File: config.mk
export PLATFORM = sky130hd
export DESIGN_NAME = laser_echo_responder_flat
export DESIGN_NICKNAME = d
export VERILOG_FILES = /design/src/rtl/laser_echo_pkg.sv /design/src/rtl/laser_echo_responder_if.sv /design/src/rtl/laser_echo_timer.sv /design/src/rtl/laser_echo_responder.sv /design/src/flat_wrapper.sv
export SDC_FILE = /design/constraint.sdc
export NUM_CORES = 1
export LEC_CHECK = 0
export BUFFER_PORTS_ARGS = -buffer_cell sky130_fd_sc_hd__buf_4
export CORE_UTILIZATION = 25
export CTS_BUF_LIST = sky130_fd_sc_hd__clkbuf_2
export DETAILED_ROUTE_END_ITERATION = 8
export GPL_TIMING_DRIVEN = 1
export HOLD_SLACK_MARGIN = 0.03
export MAX_ROUTING_LAYER = met4
export PLACE_DENSITY_LB_ADDON = 0.05
export SYNTH_ARGS = -nofsm -noshare
export SYNTH_HDL_FRONTEND = slang
export SYNTH_SLANG_ARGS = --single-unit
File: constraint.sdc
create_clock -name clk -period 5.8 [get_ports clk]
set_clock_uncertainty 0.15 [all_clocks]
set_input_delay 1.45 -clock clk [delete_from_list [all_inputs] [get_ports clk]]
set_output_delay 1.45 -clock clk [all_outputs]
set_load 0.01 [all_outputs]
File: src/rtl/laser_echo_pkg.sv
// Shared types and defaults for the laser echo responder block.
// The optional dropped-echo feature is enabled by defining LASER_ECHO_DROP_EN.
package laser_echo_pkg;

  localparam int LASER_ECHO_WIDTH  = 16;
  localparam int LASER_ECHO_DROP_N = 4;

  typedef enum logic [1:0] {
    IDLE = 2'd0,
    FLY  = 2'd1,
    ECHO = 2'd2
  } state_t;

endpackage

File: src/rtl/laser_echo_responder_if.sv
// Meter-side signal bundle for the laser echo responder: shot/program inputs
// from the distance meter and echo/status outputs back to it.
interface laser_echo_responder_if
  import laser_echo_pkg::*;
#(
  parameter int WIDTH = LASER_ECHO_WIDTH
) ();

  logic             L;
  logic [WIDTH-1:0] Dset;
  logic             Dld;
  logic             S;
  logic             busy;
  logic             ovr;
  logic [7:0]       echoes;

  modport master (
    output L, Dset, Dld,
    input  S, busy, ovr, echoes
  );

  modport slave (
    input  L, Dset, Dld,
    output S, busy, ovr, echoes
  );

endinterface

File: src/rtl/laser_echo_timer.sv
// Loadable flight-time down-counter; holds at zero instead of wrapping so
// the full 0..2^WIDTH-1 distance range is usable.
module laser_echo_timer
  import laser_echo_pkg::*;
#(
  parameter int WIDTH = LASER_ECHO_WIDTH
) (
  input  logic             clk,
  input  logic             reset,
  input  logic             i_load,
  input  logic [WIDTH-1:0] i_load_val,
  input  logic             i_dec,
  output logic             o_zero
);

  logic [WIDTH-1:0] r_cnt;
  logic             w_zero;

  assign w_zero = (r_cnt == '0);
  assign o_zero = w_zero;

  always_ff @(posedge clk or negedge reset) begin
    if (!reset) begin
      r_cnt <= '0;
    end else if (i_load) begin
      r_cnt <= i_load_val;
    end else if (i_dec && !w_zero) begin
      r_cnt <= r_cnt - 1'b1;
    end
  end

endmodule

File: src/rtl/laser_echo_responder.sv
// Laser echo responder: answers a shot on L with a one-cycle S pulse N+2 cycles
// later. Defining LASER_ECHO_DROP_EN suppresses the echo of every DROP_N-th shot.
module laser_echo_responder
  import laser_echo_pkg::*;
#(
  parameter int WIDTH  = LASER_ECHO_WIDTH,
  parameter int DROP_N = LASER_ECHO_DROP_N
) (
  input  logic                  clk,
  input  logic                  reset,
  laser_echo_responder_if.slave bus
);

  if (DROP_N < 2 || DROP_N > 15) begin : g_bad_drop_n
    $error("laser_echo_responder: DROP_N must be in 2..15");
  end

  state_t           r_state;
  state_t           w_next;
  logic             w_accept;
  logic             w_in_fly;
  logic             w_in_echo;
  logic             w_busy;
  logic             w_zero;
  logic             w_echo_pulse;
  logic [WIDTH-1:0] r_dist;
  logic [WIDTH-1:0] w_load_val;
  logic             r_ovr;
  logic [7:0]       r_echoes;

  // A same-cycle load must apply to the shot accepted in that cycle.
  assign w_load_val = bus.Dld ? bus.Dset : r_dist;

  always_ff @(posedge clk or negedge reset) begin
    if (!reset) begin
      r_state <= IDLE;
    end else begin
      r_state <= w_next;
    end
  end

  always_comb begin
    w_next    = r_state;
    w_accept  = 1'b0;
    w_in_fly  = 1'b0;
    w_in_echo = 1'b0;
    w_busy    = 1'b0;
    case (r_state)
      IDLE: begin
        if (bus.L) begin
          w_accept = 1'b1;
          w_next   = FLY;
        end
      end
      FLY: begin
        w_in_fly = 1'b1;
        w_busy   = 1'b1;
        if (w_zero) begin
          w_next = ECHO;
        end
      end
      ECHO: begin
        w_in_echo = 1'b1;
        w_busy    = 1'b1;
        w_next    = IDLE;
      end
      default: begin
        w_next = IDLE;
      end
    endcase
  end

  laser_echo_timer #(
    .WIDTH (WIDTH)
  ) u_timer (
    .clk        (clk),
    .reset      (reset),
    .i_load     (w_accept),
    .i_load_val (w_load_val),
    .i_dec      (w_in_fly),
    .o_zero     (w_zero)
  );

  always_ff @(posedge clk or negedge reset) begin
    if (!reset) begin
      r_dist <= '0;
    end else if (bus.Dld) begin
      r_dist <= bus.Dset;
    end
  end

`ifdef LASER_ECHO_DROP_EN
  localparam logic [3:0] LP_SHOT_LAST = 4'(DROP_N - 1);

  logic [3:0] r_shot_cnt;
  logic       r_drop;

  // The drop decision is latched at acceptance so it stays fixed for the whole flight.
  always_ff @(posedge clk or negedge reset) begin
    if (!reset) begin
      r_shot_cnt <= '0;
      r_drop     <= 1'b0;
    end else if (w_accept) begin
      r_drop     <= (r_shot_cnt == LP_SHOT_LAST);
      r_shot_cnt <= (r_shot_cnt == LP_SHOT_LAST) ? 4'd0 : r_shot_cnt + 4'd1;
    end
  end

  assign w_echo_pulse = w_in_echo && !r_drop;
`else
  assign w_echo_pulse = w_in_echo;
`endif

  always_ff @(posedge clk or negedge reset) begin
    if (!reset) begin
      r_ovr <= 1'b0;
    end else if (bus.L && w_busy) begin
      r_ovr <= 1'b1;
    end
  end

  always_ff @(posedge clk or negedge reset) begin
    if (!reset) begin
      r_echoes <= 8'd0;
    end else if (w_echo_pulse) begin
      r_echoes <= r_echoes + 8'd1;
    end
  end

  assign bus.S      = w_echo_pulse;
  assign bus.busy   = w_busy;
  assign bus.ovr    = r_ovr;
  assign bus.echoes = r_echoes;

endmodule

File: src/flat_wrapper.sv
// flat-port wrapper written by rule: the top's interface ports become plain ports
module laser_echo_responder_flat import laser_echo_pkg::*;
#(
  parameter int WIDTH  = LASER_ECHO_WIDTH,
  parameter int DROP_N = LASER_ECHO_DROP_N
)
  (clk, reset, bus_L, bus_Dset, bus_Dld, bus_S, bus_busy, bus_ovr, bus_echoes);
  laser_echo_responder_if #(.WIDTH(WIDTH)) bus_i ();
  input  logic clk;
  input  logic reset;
  input wire logic [$bits(bus_i.L)-1:0] bus_L;
  input wire logic [$bits(bus_i.Dset)-1:0] bus_Dset;
  input wire logic [$bits(bus_i.Dld)-1:0] bus_Dld;
  output wire logic [$bits(bus_i.S)-1:0] bus_S;
  output wire logic [$bits(bus_i.busy)-1:0] bus_busy;
  output wire logic [$bits(bus_i.ovr)-1:0] bus_ovr;
  output wire logic [$bits(bus_i.echoes)-1:0] bus_echoes;
  assign bus_i.L = bus_L;
  assign bus_i.Dset = bus_Dset;
  assign bus_i.Dld = bus_Dld;
  assign bus_S = bus_i.S;
  assign bus_busy = bus_i.busy;
  assign bus_ovr = bus_i.ovr;
  assign bus_echoes = bus_i.echoes;
  laser_echo_responder #(.WIDTH(WIDTH), .DROP_N(DROP_N)) u_core (.clk(clk), .reset(reset), .bus(bus_i));
endmodule
==> results.md, run 1 <==
- Status: complete, no violations
- Final hold violations: 0
- Final ANT Viol Nets: 0
- Critical path startpoint category: register
- Clock Pin Slew Worst Setup and Hold Paths: 0.21 ns
- Share of layout cells above drive strength 1: 27.3%
- CTS tree: done
- Largest net degree at the start of global routing: 44
- I/O pins: 31
- Flops & latches, synth: between 40 and 50
- Mapped Nets: 215
- Synth Area in Compound Gates: approximately 8%
- Sequential-to-total area share from yosys stat: between 50% and 60%
- Core Area: 7850 um2
- PwrDens: 334 nW/um2
- Largest family of logic cells by synthesized area: simple AND/OR/NAND/NOR gates
- Clk_lat worst skew: 0.40 ns
- Root Driver: clkbuf_2
- Maxcap violations: 0
- Starting density of the core: 26.3%
- Post-synthesis mux area share: between 10% and 20%
- Num CTS Buffers: 5
- First-pass GRT wire length: 6.90 mm
- Setup violations, final: 0
- Post CTS Setup Buffer Count: 0
- Fillers: ~860
- Place WS: approximately 2.8 ns
- VDD IR-drop max: around 140 uV
- Largest area contributor in the synthesized netlist: dfrtp_1
- CP arrival: 1.46 ns
- Post-layout minimum cycle time: around 3 ns
- Synth Instances: 189
- Crit path kind: register to output pin
- Die ar.: 8620 um2
- Worst Path Max Fanout: 7
- IO buf count: 30
- Clock Sinks: 43
- Gr busiest metal: met2
- Top-area cell type share of the netlist area: between 50% and 60%
- Final slew viol count: 0
- Vias in the first global route: 1446
- H-tree depth: 2
- Max Freq: 327 MHz
- Total Neg Setup Slack: 0 ns
- Grt total ovfl: 0
- Resized cells post-CTS: 0
- Drt first pass iters: 4
- Clock tree buffer depth: 2
- Wirelength, routed: roughly 4.2 mm
- Fin crit share: 52.7%
- Mapped Area: 2060 um2
- Slew @ Worst Pin: 0.977 ns
- Final non-filler cell total: 322
- Largest cells by area after synthesis: dfrtp_1 (52%), mux2_2 (10%), xnor2_1 (5.5%)
- Die W: ~93 um
- Critical Path Sink Type: output pin
- Via/cell ratio: between 4 and 5
- Lkg Pwr: about 0.0010 uW
- Syn_area_per_cell: around 11 um2
- RSZ-0062 raised after global routing: no
- GR Util met1: 13.0%
- Drt wl/cell: 13.1 um
- # diodes: 0
- Grt met2 use: between 10% and 20%
- Post-Synth XOR/XNOR Area: 6.79%
- GRT Overall Usage: 10.6%
- Final Wtd Congestion: a little under 0.8
- Antenna violations before repair: 0
- Final nets: 245
- P&R area growth vs syn: 17.8%
- HPWL Detailed: 2.95 mm
- Hold/Removal Path Class: register to register
- Residual DRC: 0
- Hold-fix buffers, CTS: 0
- Worst slew margin: between 30% and 40%
- Simple-gate portion of the synthesized area: 15.3%
- Vias: 1481
- Die Y: 92.8 um
- Fraction of the mapped netlist area in adder cells: 3.64%
- Distinct cells, synth: 30
- Worst endpoint required time: 4.20 ns
- Met3 Usage GRT: roughly 2.8%
- Fin worst setup slack: ~2.7 ns
- Cells after DPL: around 310
- Std cell rows: 32
- DRT iter0 DRCs: 61
- Yosys warns: 0
registers in the layout, indices dropped and copies added (netlist names):
| signal | flops |
|---|---|
| u_core.bus.ovr | 1 |
| u_core.r_state | 2 |
| u_core.bus.echoes | 8 |
| u_core.r_dist | 16 |
| u_core.u_timer.r_cnt | 16 |
layer usage:
| layer | up-vias | part of all wire (%) |
|---|---|---|
| li1 | 729 | - |
| met1 | 719 | 49 |
| met2 | 26 | 46 |
| met3 | 7 | 4.0 |
| met4 | 0 | 1.3 |
| met5 | - | 0 |
cell families after synthesis:
| logic type | after synthesis |
|---|---|
| adders and majority gates | 6 |
| muxes | 21 |
| and+or+nand+nor | 61 |
| AOI/OAI and AO/OA | 28 |
| buffers and inverters | 14 |
| xor gates and xnor gates | 16 |
| DFF | 43 |
report_power, final:
group	total (uW)	internal [uW]	leakage, uW	switching (uW)
logic	254	121	0.000501	133
clock network	125	29.0	0.0000281	96.0
registers	434	369	0.000510	64.5
total	813	519	0.00104	294
synth_stat cells (all sizes together):
master	instances
and3	2
ha	6
a31o	1
nor2b	3
a31oi	3
nor3	5
xor2	3
xnor2	13
nand3b	1
a211oi	2
nor2	22
nand4	8
nand3	1
o31ai	1
a2111oi	2
or4	3
o22a	1
nand2	9
a21oi	17
nor4	4
or3	2
a21o	1
dfrtp	43
inv	6
mux2i	2
clkbuf	8
mux2	19
or3b	1
critical path: stages (launching register included):
cell     delay, ns
dfrtp_1       0.43
inv_1         0.12
ha_1          0.34
buf_4         0.18
final timing paths:
check                                                     from                          endpoint  slack [ns]  depth (start not counted)
max in group asynchronous                                reset     u_core.r_state[0]$_DFFE_PN0P_        4.26                          1
min reg2reg                   u_core.bus.echoes[7]$_DFFE_PN0P_  u_core.bus.echoes[7]$_DFFE_PN0P_        0.34                          1
min                           u_core.bus.echoes[7]$_DFFE_PN0P_  u_core.bus.echoes[7]$_DFFE_PN0P_        0.34                          1
max reg2reg                u_core.u_timer.r_cnt[2]$_DFFE_PN0P_     u_core.r_state[0]$_DFFE_PN0P_        3.18                          5
min in group asynchronous                                reset        u_core.r_dist[0]$_DFF_PN0_        0.85                          1
max                              u_core.r_state[0]$_DFFE_PN0P_                             bus_S        2.74                          3
through the flow:
| step | hold slack [ns] | total power (uW) | util, % | area [um2] |
|---|---|---|---|---|
| finish | 0.344 | 813 | 31.0 | 2430 |
| global route | 0.359 | 880 | 31.0 | 2430 |
| CTS | 0.346 | 827 | 31.0 | 2430 |
| detailed placement | 0.310 | 698 | 30.5 | 2390 |
| global placement | 0.293 | 690 | 30.5 | 2390 |
| floorplan | 0.319 | 622 | - | 2060 |
area by class of cell:
type / count / area [um2] / area share (%)
Clock buffer: 6 / 30.0 / 1.24
Clock inverter: 2 / 7.51 / 0.309
Inverter: 6 / 22.5 / 0.926
Multi-Input combinational cell: 132 / 935 / 38.4
Sequential cell: 43 / 1080 / 44.3
Tap cell: 102 / 128 / 5.25
Timing Repair Buffer: 31 / 233 / 9.57
cell usage in the layout, fill, tap and decap left out, drive strengths merged, types with 4 or more instances in the layout:
| master | Yosys | routed |
|---|---|---|
| inv | 6 | 6 |
| buf | 0 | 31 |
| ha | 6 | 6 |
| clkbuf | 8 | 6 |
| a21oi | 17 | 17 |
| nand2 | 9 | 9 |
| nand4 | 8 | 8 |
| nor3 | 5 | 5 |
| dfrtp | 43 | 43 |
| nor2 | 22 | 22 |
| xnor2 | 13 | 13 |
| nor4 | 4 | 4 |
| mux2 | 19 | 19 |
(Power assumes the default switching activity.)
==> inputs of run 2 (changes only) <==
Clock period 5.8 ns to 2.9 ns, I/O delays scaled along.
==> run 2 against run 1 <==
Global-route usage rose by 0.67 points. First-iteration DRC count grew 4.9%. Clock-buffer cell count shrank 1. Critical endpoint is now u_core.u_timer.r_cnt[15]$_DFFE_PN0P_. Wire length is 2.7% higher. Total power grew 100%. Largest cell class unchanged. Setup slack lost 2.4 ns. Design area grew 0.46%. Worst hold slack got worse by 0.23 ns. Die area did not move. Clock power increased by 94%. Non-clock buffer count increased by 2.
==> results.md, run 2 (synthesized netlist as in run 1, its figures left out) <==
- Root Driver: clkbuf_2
- Drt first pass iters: 4
- Place WS: 0.345 ns
- Residual DRC: 0
- Critical R2R Launch: u_core.u_timer.r_cnt[7]$_DFFE_PN0P_
- Critical Path Sink Type: register
- Sequential cell area: 1080 um2
- Met3 Usage GRT: 2.96%
- Critical-path top delay cell: or4_4
- Post-layout minimum cycle time: 2.60 ns
- Most frequent cells in the layout: dfrtp_1 (43), buf_4 (33), nor2_1 (22)
- GR Util met1: 15.5%
- Status: complete, no violations
- Clk_lat worst skew: 0.40 ns
- PwrDens: 667 nW/um2
- Setup violations, final: 0
- First-pass GRT wire length: 7.31 mm
- Grt met2 use: 16.0%
- Antenna violations before repair: 0
- Commonest non-fill, non-tap cell in the layout: dfrtp_1
- Critical path depth: 5
- Num CTS Buffers: 5
- P_int: about 1000 uW
- P&R area growth vs syn: 18.4%
- HPWL Detailed: 3.06 mm
- Setup crit end: u_core.u_timer.r_cnt[15]$_DFFE_PN0P_
- R2R setup slack: 0.30 ns
- Die W: about 93 um
- CTS tree: done
- Std cell rows: 32
- Switching share of power: about 36%
- Worst-path cell chain: or3_4 -> or4_4 -> or4_4 -> or3b_1 -> a31oi_1
- Die Y: 92.8 um
- Clock Pin Slew Worst Setup and Hold Paths: 0.21 ns
- Largest stage delay on the critical path: 0.49 ns
- Fillers: approximately 830
- Largest net degree at the start of global routing: 44
- Via/cell ratio: around 4.5
- Share of layout cells above drive strength 1: 28.1%
- Area of the multi-input gates: 935 um2
- Clock Sinks: 43
- GRT Overall Usage: 11.3%
- Total Neg Setup Slack: 0 ns
- VDD IR-drop max: 218 uV
- I/O pins: 31
- Post CTS Setup Buffer Count: 0
- Hold/Removal Path Class: input pin to async pin
- Vias: approximately 1500
- Resized cells post-CTS: 0
- Worst slew margin: about three fifths
- DRT iter0 DRCs: 64
- Crit path kind: register to register
- Worst R2R Path Depth: 5
- CP arrival: 2.79 ns
- CP bufs+invs: 0
- Slew @ Worst Pin: between 0.5 and 0.6 ns
- # diodes: 0
- Final slew viol count: 0
- Final hold violations: 0
- Max Freq: around 390 MHz
- Starting density of the core: 26.3%
- RSZ-0062 raised after global routing: no
- Critical path startpoint category: register
- Die ar.: around 8600 um2
- Worst Path Max Fanout: 5
- Critical path's top delay family: simple AND/OR/NAND/NOR gates
- Worst endpoint required time: 3.09 ns
- H-tree depth: 2
- Worst Setup SP: u_core.u_timer.r_cnt[7]$_DFFE_PN0P_
- Final nets: roughly 250
- Gr busiest metal: met2
- Clock tree buffer depth: 2
- Grt total ovfl: 0
- Comb pwr share: 32.1%
- Lkg Pwr: 0.00105 uW
- Crit-path most repeated cell: or4_4
- Clock power frac: about 15%
- Sequential power share: 53.0%
- Final ANT Viol Nets: 0
- Maxcap violations: 0
- Final Wtd Congestion: 0.803
- Wirelength, routed: 4.33 mm
- R2r endpoint: u_core.u_timer.r_cnt[15]$_DFFE_PN0P_
- Core Area: 7850 um2
- Fin crit share: 89.5%
- Hold-fix buffers, CTS: 0
- IO buf count: 30
- NetSw: roughly 600 uW
- Fin worst setup slack: 0.304 ns
- Vias in the first global route: 1422
- Drt wl/cell: 13.4 um
[run 2: cell count changes in the layout (fill, tap and decap cells not counted)]
cell,change
buf_4,+2
clkbuf_2,-1
clkinv_1,-1
clkinv_2,+1
[run 2: final cells by class]
| type | count | share of cell area [%] |
|---|---|---|
| flip-flops and latches | 43 | 44.1 |
| multi-input cells | 132 | 38.3 |
| clock buffers | 5 | 1.02 |
| inverters | 6 | 0.922 |
| clock inverters | 2 | 0.359 |
| well taps | 102 | 5.23 |
| repair buffers | 33 | 10.1 |
[run 2: layer usage]
| layer | up-vias | part of all wire, % |
|---|---|---|
| li1 | 733 | - |
| met1 | 702 | 50 |
| met2 | 22 | 45 |
| met3 | 6 | 3.5 |
| met4 | 0 | 1.6 |
| met5 | - | 0 |
[run 2: worst min-delay path by stage]
stage                                          start                                   to  slack (ns)  cells after the start
after floorplan                                reset     u_core.bus.echoes[0]$_DFFE_PN0P_        0.28                      0
after global placement    u_core.bus.ovr$_DFFE_PN0P_           u_core.bus.ovr$_DFFE_PN0P_        0.29                      1
after detailed placement  u_core.bus.ovr$_DFFE_PN0P_           u_core.bus.ovr$_DFFE_PN0P_        0.30                      1
after CTS                                      reset     u_core.bus.echoes[5]$_DFFE_PN0P_        0.13                      1
after global routing                           reset           u_core.r_dist[2]$_DFF_PN0_        0.13                      1
final                                          reset  u_core.u_timer.r_cnt[0]$_DFFE_PN0P_        0.11                      1
[run 2: metrics by stage]
stage | util (%) | area (um2) | total power, uW | cells | hold WS (ns)
floorplan | - | 2060 | 1240 | 189 | 0.279
global placement | 30.7 | 2410 | 1400 | 316 | 0.291
detailed placement | 30.7 | 2410 | 1410 | 316 | 0.300
CTS | 31.1 | 2440 | 1660 | 323 | 0.125
global route | 31.1 | 2440 | 1770 | 323 | 0.127
finish | 31.1 | 2440 | 1630 | 323 | 0.110
[run 2: power groups by stage]
stage	Combinational [uW]	Clock, uW	Sequential (uW)
after floorplan	397	0	847
after global placement	525	0	876
after detailed placement	528	0	879
after CTS	535	258	864
after global routing	593	284	889
final	523	243	864
